`config.mk`:
```
export PLATFORM = sky130hd
export DESIGN_NAME = uart_word_tx
export DESIGN_NICKNAME = d
export VERILOG_FILES = /design/src/rtl/uart_word_tx.sv
export SDC_FILE = /design/constraint.sdc
export NUM_CORES = 1
export LEC_CHECK = 0
export ABC_AREA = 1
export CORE_UTILIZATION = 40
export CTS_CLUSTER_SIZE = 24
export DETAILED_ROUTE_END_ITERATION = 10
export PLACE_DENSITY_LB_ADDON = 0.05
export SYNTH_ARGS = -nofsm -noshare
export SYNTH_HDL_FRONTEND = slang
export SYNTH_SLANG_ARGS = --single-unit
```
`constraint.sdc`:
```
create_clock -name clk -period 2.2 [get_ports clk]
set_input_delay 0.44 -clock clk [delete_from_list [all_inputs] [get_ports clk]]
set_output_delay 0.44 -clock clk [all_outputs]
set_load 0.005 [all_outputs]
```
`src/rtl/uart_word_tx.sv`:
```
// uart_word_tx: sends a fixed ASCII word as back-to-back UART frames, one
// start request per word. Frames are 8N1 by default; defining the macro
// UART_TX_PARITY_EN inserts an even-parity bit before the stop bit (8E1).
// Contains a baud-interval counter, a bit-serialiser FSM and a byte sequencer.
module uart_word_tx #(
    parameter int unsigned          CLK_SPEED = 50_000_000,
    parameter int unsigned          BAUD      = 115_200,
    parameter int unsigned          WORD_LEN  = 4,
    parameter logic [8*WORD_LEN-1:0] WORD     = "HELO",
    parameter int unsigned          WIDTH     = 16
) (
    input  logic                              clk,
    input  logic                              rst,
    input  logic                              start,
    output logic                              tx,
    output logic                              busy,
    output logic                              done,
    output logic [$clog2(WORD_LEN+1)-1:0]     byte_idx
);

    localparam int unsigned IDX_W = $clog2(WORD_LEN + 1);
    localparam int unsigned DIV   = CLK_SPEED / BAUD;
    localparam logic [WIDTH-1:0] DIV_M1   = WIDTH'(DIV - 1);
    localparam logic [IDX_W-1:0] LAST_IDX = IDX_W'(WORD_LEN - 1);

    typedef enum logic [2:0] {
        S_IDLE,
        S_START,
        S_DATA,
        S_PARITY,
        S_STOP
    } state_t;

    state_t             state_q;
    logic [WIDTH-1:0]   baud_q;
    logic [WIDTH-1:0]   baud_d;
    logic [2:0]         bit_q;
    logic [7:0]         shift_q;
    logic               tx_q;
    logic               busy_q;
    logic               done_q;
    logic [IDX_W-1:0]   idx_q;
`ifdef UART_TX_PARITY_EN
    logic               par_q;
`endif

    logic               bit_end_c;
    logic               last_char_c;
    logic [7:0]         first_char_c;
    logic [7:0]         next_char_c;

    // Character k of WORD, leftmost character is k = 0.
    function automatic logic [7:0] char_at(input logic [IDX_W-1:0] idx);
        logic [8*WORD_LEN-1:0] w;
        w = WORD >> (8 * (WORD_LEN - 1 - 32'(idx)));
        return w[7:0];
    endfunction

    // Baud counter next value and sequencer lookups.
    always_comb begin
        bit_end_c    = (baud_q == DIV_M1);
        last_char_c  = (idx_q == LAST_IDX);
        first_char_c = char_at(IDX_W'(0));
        next_char_c  = char_at(idx_q + IDX_W'(1));
        baud_d       = baud_q + WIDTH'(1);
        if (state_q == S_IDLE || bit_end_c) begin
            baud_d = '0;
        end
    end

    // Serialiser FSM with registered line, status and character index.
    always_ff @(posedge clk) begin
        if (rst) begin
            state_q <= S_IDLE;
            baud_q  <= '0;
            bit_q   <= '0;
            shift_q <= '0;
            tx_q    <= 1'b1;
            busy_q  <= 1'b0;
            done_q  <= 1'b0;
            idx_q   <= '0;
`ifdef UART_TX_PARITY_EN
            par_q   <= 1'b0;
`endif
        end else begin
            done_q <= 1'b0;
            baud_q <= baud_d;
            case (state_q)
                S_IDLE: begin
                    tx_q <= 1'b1;
                    if (start) begin
                        state_q <= S_START;
                        tx_q    <= 1'b0;
                        busy_q  <= 1'b1;
                        idx_q   <= '0;
                        shift_q <= first_char_c;
`ifdef UART_TX_PARITY_EN
                        par_q   <= ^first_char_c;
`endif
                    end
                end
                S_START: begin
                    if (bit_end_c) begin
                        state_q <= S_DATA;
                        bit_q   <= '0;
                        tx_q    <= shift_q[0];
                    end
                end
                S_DATA: begin
                    if (bit_end_c) begin
                        if (bit_q == 3'd7) begin
                            bit_q   <= '0;
`ifdef UART_TX_PARITY_EN
                            state_q <= S_PARITY;
                            tx_q    <= par_q;
`else
                            state_q <= S_STOP;
                            tx_q    <= 1'b1;
`endif
                        end else begin
                            bit_q   <= bit_q + 3'd1;
                            shift_q <= {1'b0, shift_q[7:1]};
                            tx_q    <= shift_q[1];
                        end
                    end
                end
`ifdef UART_TX_PARITY_EN
                S_PARITY: begin
                    if (bit_end_c) begin
                        state_q <= S_STOP;
                        tx_q    <= 1'b1;
                    end
                end
`endif
                S_STOP: begin
                    if (bit_end_c) begin
                        if (!last_char_c) begin
                            state_q <= S_START;
                            tx_q    <= 1'b0;
                            idx_q   <= idx_q + IDX_W'(1);
                            shift_q <= next_char_c;
`ifdef UART_TX_PARITY_EN
                            par_q   <= ^next_char_c;
`endif
                        end else begin
                            state_q <= S_IDLE;
                            tx_q    <= 1'b1;
                            busy_q  <= 1'b0;
                            done_q  <= 1'b1;
                            idx_q   <= '0;
                        end
                    end
                end
                default: begin
                    state_q <= S_IDLE;
                    tx_q    <= 1'b1;
                    busy_q  <= 1'b0;
                    idx_q   <= '0;
                end
            endcase
        end
    end

    assign tx       = tx_q;
    assign busy     = busy_q;
    assign done     = done_q;
    assign byte_idx = idx_q;

endmodule
```
==> Word level (Yosys, flattened, before mapping) <==
Cells that the tools add are included.
{ "totals": {"regBits": 36, "inputBits": 3, "elab_cells": 75} }
{ "op_classes": {"n_addsub": 4, "eq_ne": 14, "shift": 1, "muxes": 32, "n_bitwise": 3, "reduce_logical": 13} }
{ "op_table": {"columns": ["cell", "count"], "rows": [
  ["$mux 8", 5],
  ["$mux 3", 11],
  ["$shr 31x32->8 const A", 1],
  ["$pmux 8 s3", 1],
  ["$add 16x1->16 const B", 1],
  ["$eq 16x9->1 const B", 1],
  ["$ne 2x2->1 const B", 8],
  ["$pmux 3 s4", 1],
  ["$mux 1", 10],
  ["$pmux 3 s3", 1],
  ["$reduce_and 3->1", 3],
  ["$add 3x1->3 const B", 2],
  ["$eq 3x2->1 const B", 2],
  ["$eq 3x3->1 const B", 2],
  ["$pmux 3 s2", 1],
  ["$reduce_and 6->1", 1],
  ["$reduce_and 5->1", 1],
  ["$pmux 1 s4", 1],
  ["$reduce_and 4->1", 1],
  ["$reduce_or 2->1", 2],
  ["$sub 2x3->4 const A", 1],
  ["$eq 3x1->1 const B", 1],
  ["$logic_not 3->1", 1],
  ["$not 1->1", 3],
  ["5 further kinds", 5]
]} }

==> Longest topological paths before layout <==
{ "logic_depth": {"ltp_word": 6, "ltp_mapped": 10} }

==> Worst setup path before layout <==
OpenSTA, ideal clock, no wires.
{ "synth_timing": {"path_kind": "flip-flop to flip-flop", "start": "reg idx_q[0], in the netlist byte_idx[0]", "end": "reg shift_q[1]", "setup_ps": 113, "arrival_ps": 1402, "required_ps": 2087, "path_slack_ps": 685, "stages_incl_launch_ff": 11, "path_buffers": 0, "path_cell_list": "dfxtp_1 -> ha_1 -> ha_1 -> inv_1 -> o21ai_0 -> inv_1 -> nor2_1 -> a21oi_4 -> nand3_1 -> nand2_1 -> nor2_1"} }
{ "synth_via": {"word_cells_on_any_way": 9} }
{ "synth_rtl": {"columns": ["item", "line", "source"], "rows": [
  ["from (decl)", "42", "logic [IDX_W-1:0] idx_q;"],
  ["from (signal assigned)", "140", "idx_q <= idx_q + IDX_W'(1);"],
  ["$eq 3x2->1", "62", "last_char_c = (idx_q == LAST_IDX);"],
  ["via last_char_c", "48", "logic last_char_c;"],
  ["$ne 2x2->1 (no line)", null, null],
  ["$reduce_and 6->1 (no line)", null, null],
  ["to (signal assigned)", "96", "shift_q <= first_char_c;"],
  ["to (signal assigned)", "122", "shift_q <= {1'b0, shift_q[7:1]};"],
  ["to (signal assigned)", "141", "shift_q <= next_char_c;"],
  ["to (decl)", "38", "logic [7:0] shift_q;"]
]} }
The timed path passes the listed nets, and every way through them passes these cells. The select of a mux whose other input is x is not followed.
A chain may end at the register's enable or synchronous reset.

==> Worst setup path after layout <==
{ "layout_timing": {"start": "reg idx_q[0], in the netlist byte_idx[0]", "end": "reg shift_q[6]"} }
The elaborated chain is that of the path after synthesis.

==> metrics.txt <==
status=finished clean; Area Growth Syn to Fin=14.1%; Setup crit start kind=register; Reg power frac=0.318; total clock sinks=35; syn_area_per_cell=7.50 um2; mapped cell area=1970 um2; die height=72.1 um; fin. max-slew vios=0; largest net degree at the start of global routing=12; Die Wd=72.1 um; Hold Path Class=register to register; actual slew at the worst max-slew pin=0.385 ns; YS warnings=0; CTS tree=yes; vias per cell=4.69; Final Util=0.475; clock buffer depth=2; placement row count=25; H-tree levels=2; Net Sw Frac=0.416; Comb power frac=0.481; Placed Cells=338; Synth Instances=262; Hold Violations, Final=0; largest fanout on the critical path=7; Tot Pwr=0.00260 W; worst hold stages=2; synth unique cells=37; Hold Buf Count CTS=0; Final Cycle Share=0.771; DP HPWL=3040 um; worst-skew pair later-pin latency=0.29 ns; post-synthesis sequential area ratio=0.356; Req. time, crit path=2.39 ns; reg2reg setup slack=0.50 ns; critical path endpoint category=register; Routability Congestion=0.766; Core Region=4720 um2; Final ANT Viol Nets=0; grt total ovfl=0; PD cells=1160 nW/um2; initial antenna violation count=0; worst setup path class=register to register; synthesis-stage register bit count=35; relative max-transition margin=0.742; # diodes=0; Nets=288; Internal Pwr Total=0.00152 W; path depth of the worst reg2reg path=10; share of layout cells above drive strength 1=0.151; Pre-antenna DRT Iters=4; post-CTS setup buffers=0; number of remaining DRC errors=0; number of I/O port buffers=8; gr usage total=0.175; Max Freq=590 MHz; root buf cell=clkbuf_8; RSZ-0062 raised after global routing=false; Initial DRC Count=72; Clock transition at path regs=0.07 ns; Die ar.=5200 um2; TritonCTS buffer count=5; WL per Instance=11.5 um; Arr. time, crit path=1.88 ns; Mapped Nets=272; fill cell count=494; I/O pin cnt=9; setup TNS=0 ns; Final Non-Filler Cells=346; Clk pwr share=0.202; Final Skew=0.00814 ns; peak supply drop=0.483 mV; P_sw=0.00108 W; min cycle time layout=1.70 ns; PostCTS Resize Cnt=0; final WL=3970 um; first-pass GRT wire length=7000 um; setup violators final=0; Leak=0.923 nW; worst setup margin=0.504 ns; vias in the first global route=1474; Vias=1623; pre-CTS setup slack=0.377 ns; Initial Util=0.416; max_cap viols=0
metrics by stage:
step,cell area (um2),hold slack (ns)
after global placement,2140,0.436
after floorplan,1970,0.442
after CTS,2240,0.459
final,2240,0.457
after detailed placement,2140,0.447
after global routing,2240,0.479
power groups by stage:
| stage | logic (W) | registers [W] | clock network, W |
|---|---|---|---|
| finish | 0.00125 | 0.000826 | 0.000524 |
| floorplan | 0.000960 | 0.000831 | 0 |
| detailed placement | 0.00125 | 0.000840 | 0 |
| CTS | 0.00126 | 0.000827 | 0.000544 |
| global placement | 0.00126 | 0.000840 | 0 |
| global route | 0.00143 | 0.000844 | 0.000567 |
synthesized netlist by cell type:
master | count | share of area
nor3_4 | 1 | 0.0083
nand2_8 | 2 | 0.020
dfxtp_1 | 35 | 0.36
nand4_1 | 2 | 0.0064
a211oi_1 | 1 | 0.0038
inv_1 | 29 | 0.055
a22oi_1 | 2 | 0.0076
o21bai_1 | 1 | 0.0038
nor3_1 | 5 | 0.013
nor2_8 | 1 | 0.010
nand2_2 | 4 | 0.013
nand3_1 | 17 | 0.043
nand2_4 | 3 | 0.017
clkbuf_1 | 1 | 0.0019
o22ai_1 | 1 | 0.0032
xnor2_1 | 2 | 0.0089
nand3_2 | 4 | 0.020
nand2_1 | 43 | 0.082
xor2_1 | 3 | 0.013
ha_1 | 7 | 0.045
clkinv_1 | 1 | 0.0019
buf_2 | 1 | 0.0025
clkinv_2 | 1 | 0.0025
nor2_1 | 39 | 0.074
a21oi_4 | 2 | 0.017
nand3b_1 | 2 | 0.0076
inv_2 | 3 | 0.0057
o21a_1 | 1 | 0.0038
o21ai_0 | 7 | 0.018
a21oi_1 | 23 | 0.059
o211a_1 | 1 | 0.0051
o21ai_2 | 1 | 0.0045
nand3b_2 | 1 | 0.0057
nor2_4 | 5 | 0.029
nor2_2 | 4 | 0.013
a31oi_1 | 1 | 0.0032
nor4_1 | 5 | 0.016
metal layers:
metal	GRT usage	part of all wire	up-vias	routed length [um]
li1	-	-	888	-
met1	0.269	0.57	702	2280
met2	0.224	0.37	27	1470
met3	0.0417	0.036	6	141
met4	0.0784	0.019	0	75
met5	0	0	-	0
registers in the layout, summed over array words and instances (netlist names):
signal and cells:
baud_q 16, shift_q 7, bit_q 3, byte_idx 3, state_q 3, busy 1
done 1, tx 1
area by class of cell:
cell class / count / area [um2] / area share
inverter: 34 / 129 / 0.0574
sequential: 35 / 701 / 0.312
multi-input combinational: 191 / 1130 / 0.503
clock buffer: 8 / 100 / 0.0446
tap: 67 / 83.8 / 0.0374
timing repair buffer: 11 / 103 / 0.0457
path summary, 6_finish.rpt:
check | end | from
min | busy | busy
max reg2reg | shift_q[6] | byte_idx[0]
min reg2reg | busy | busy
max | shift_q[6] | byte_idx[0]
cells in the final DEF, fill, tap and decap left out, types with 2 or more instances in the layout:
| master | n |
|---|---|
| a21oi_1 | 23 |
| a21oi_4 | 2 |
| a22oi_1 | 2 |
| buf_4 | 3 |
| clkbuf_8 | 7 |
| clkdlybuf4s50_1 | 8 |
| dfxtp_1 | 35 |
| ha_1 | 7 |
| inv_1 | 29 |
| inv_2 | 3 |
| nand2_1 | 43 |
| nand2_2 | 4 |
| nand2_4 | 3 |
| nand2_8 | 2 |
| nand3_1 | 17 |
| nand3_2 | 4 |
| nand3b_1 | 2 |
| nand4_1 | 2 |
| nor2_1 | 39 |
| nor2_2 | 4 |
| nor2_4 | 5 |
| nor3_1 | 5 |
| nor4_1 | 5 |
| o21ai_0 | 7 |
| xnor2_1 | 2 |
| xor2_1 | 3 |
cell families (layout without fill, tap and decap cells):
group / after synthesis / after routing / synth area share
AO/OA/AOI/OAI: 41 / 41 / 0.128
XOR/XNOR: 5 / 5 / 0.0223
adder cells (fa/ha/maj): 7 / 7 / 0.0446
buffers and inverters: 36 / 53 / 0.0700
flip-flops: 35 / 35 / 0.356
AND/OR/NAND/NOR: 138 / 138 / 0.379
critical path: stages, from the launching register on:
cell	delay, ns
dfxtp_1	0.34
ha_1	0.22
ha_1	0.20
inv_1	0.09
o21ai_0	0.08
inv_1	0.13
nor2_1	0.09
a21oi_4	0.20
nand3b_1	0.12
nand2_1	0.08
nor2_1	0.04
Power figures use the tool's default switching activity.
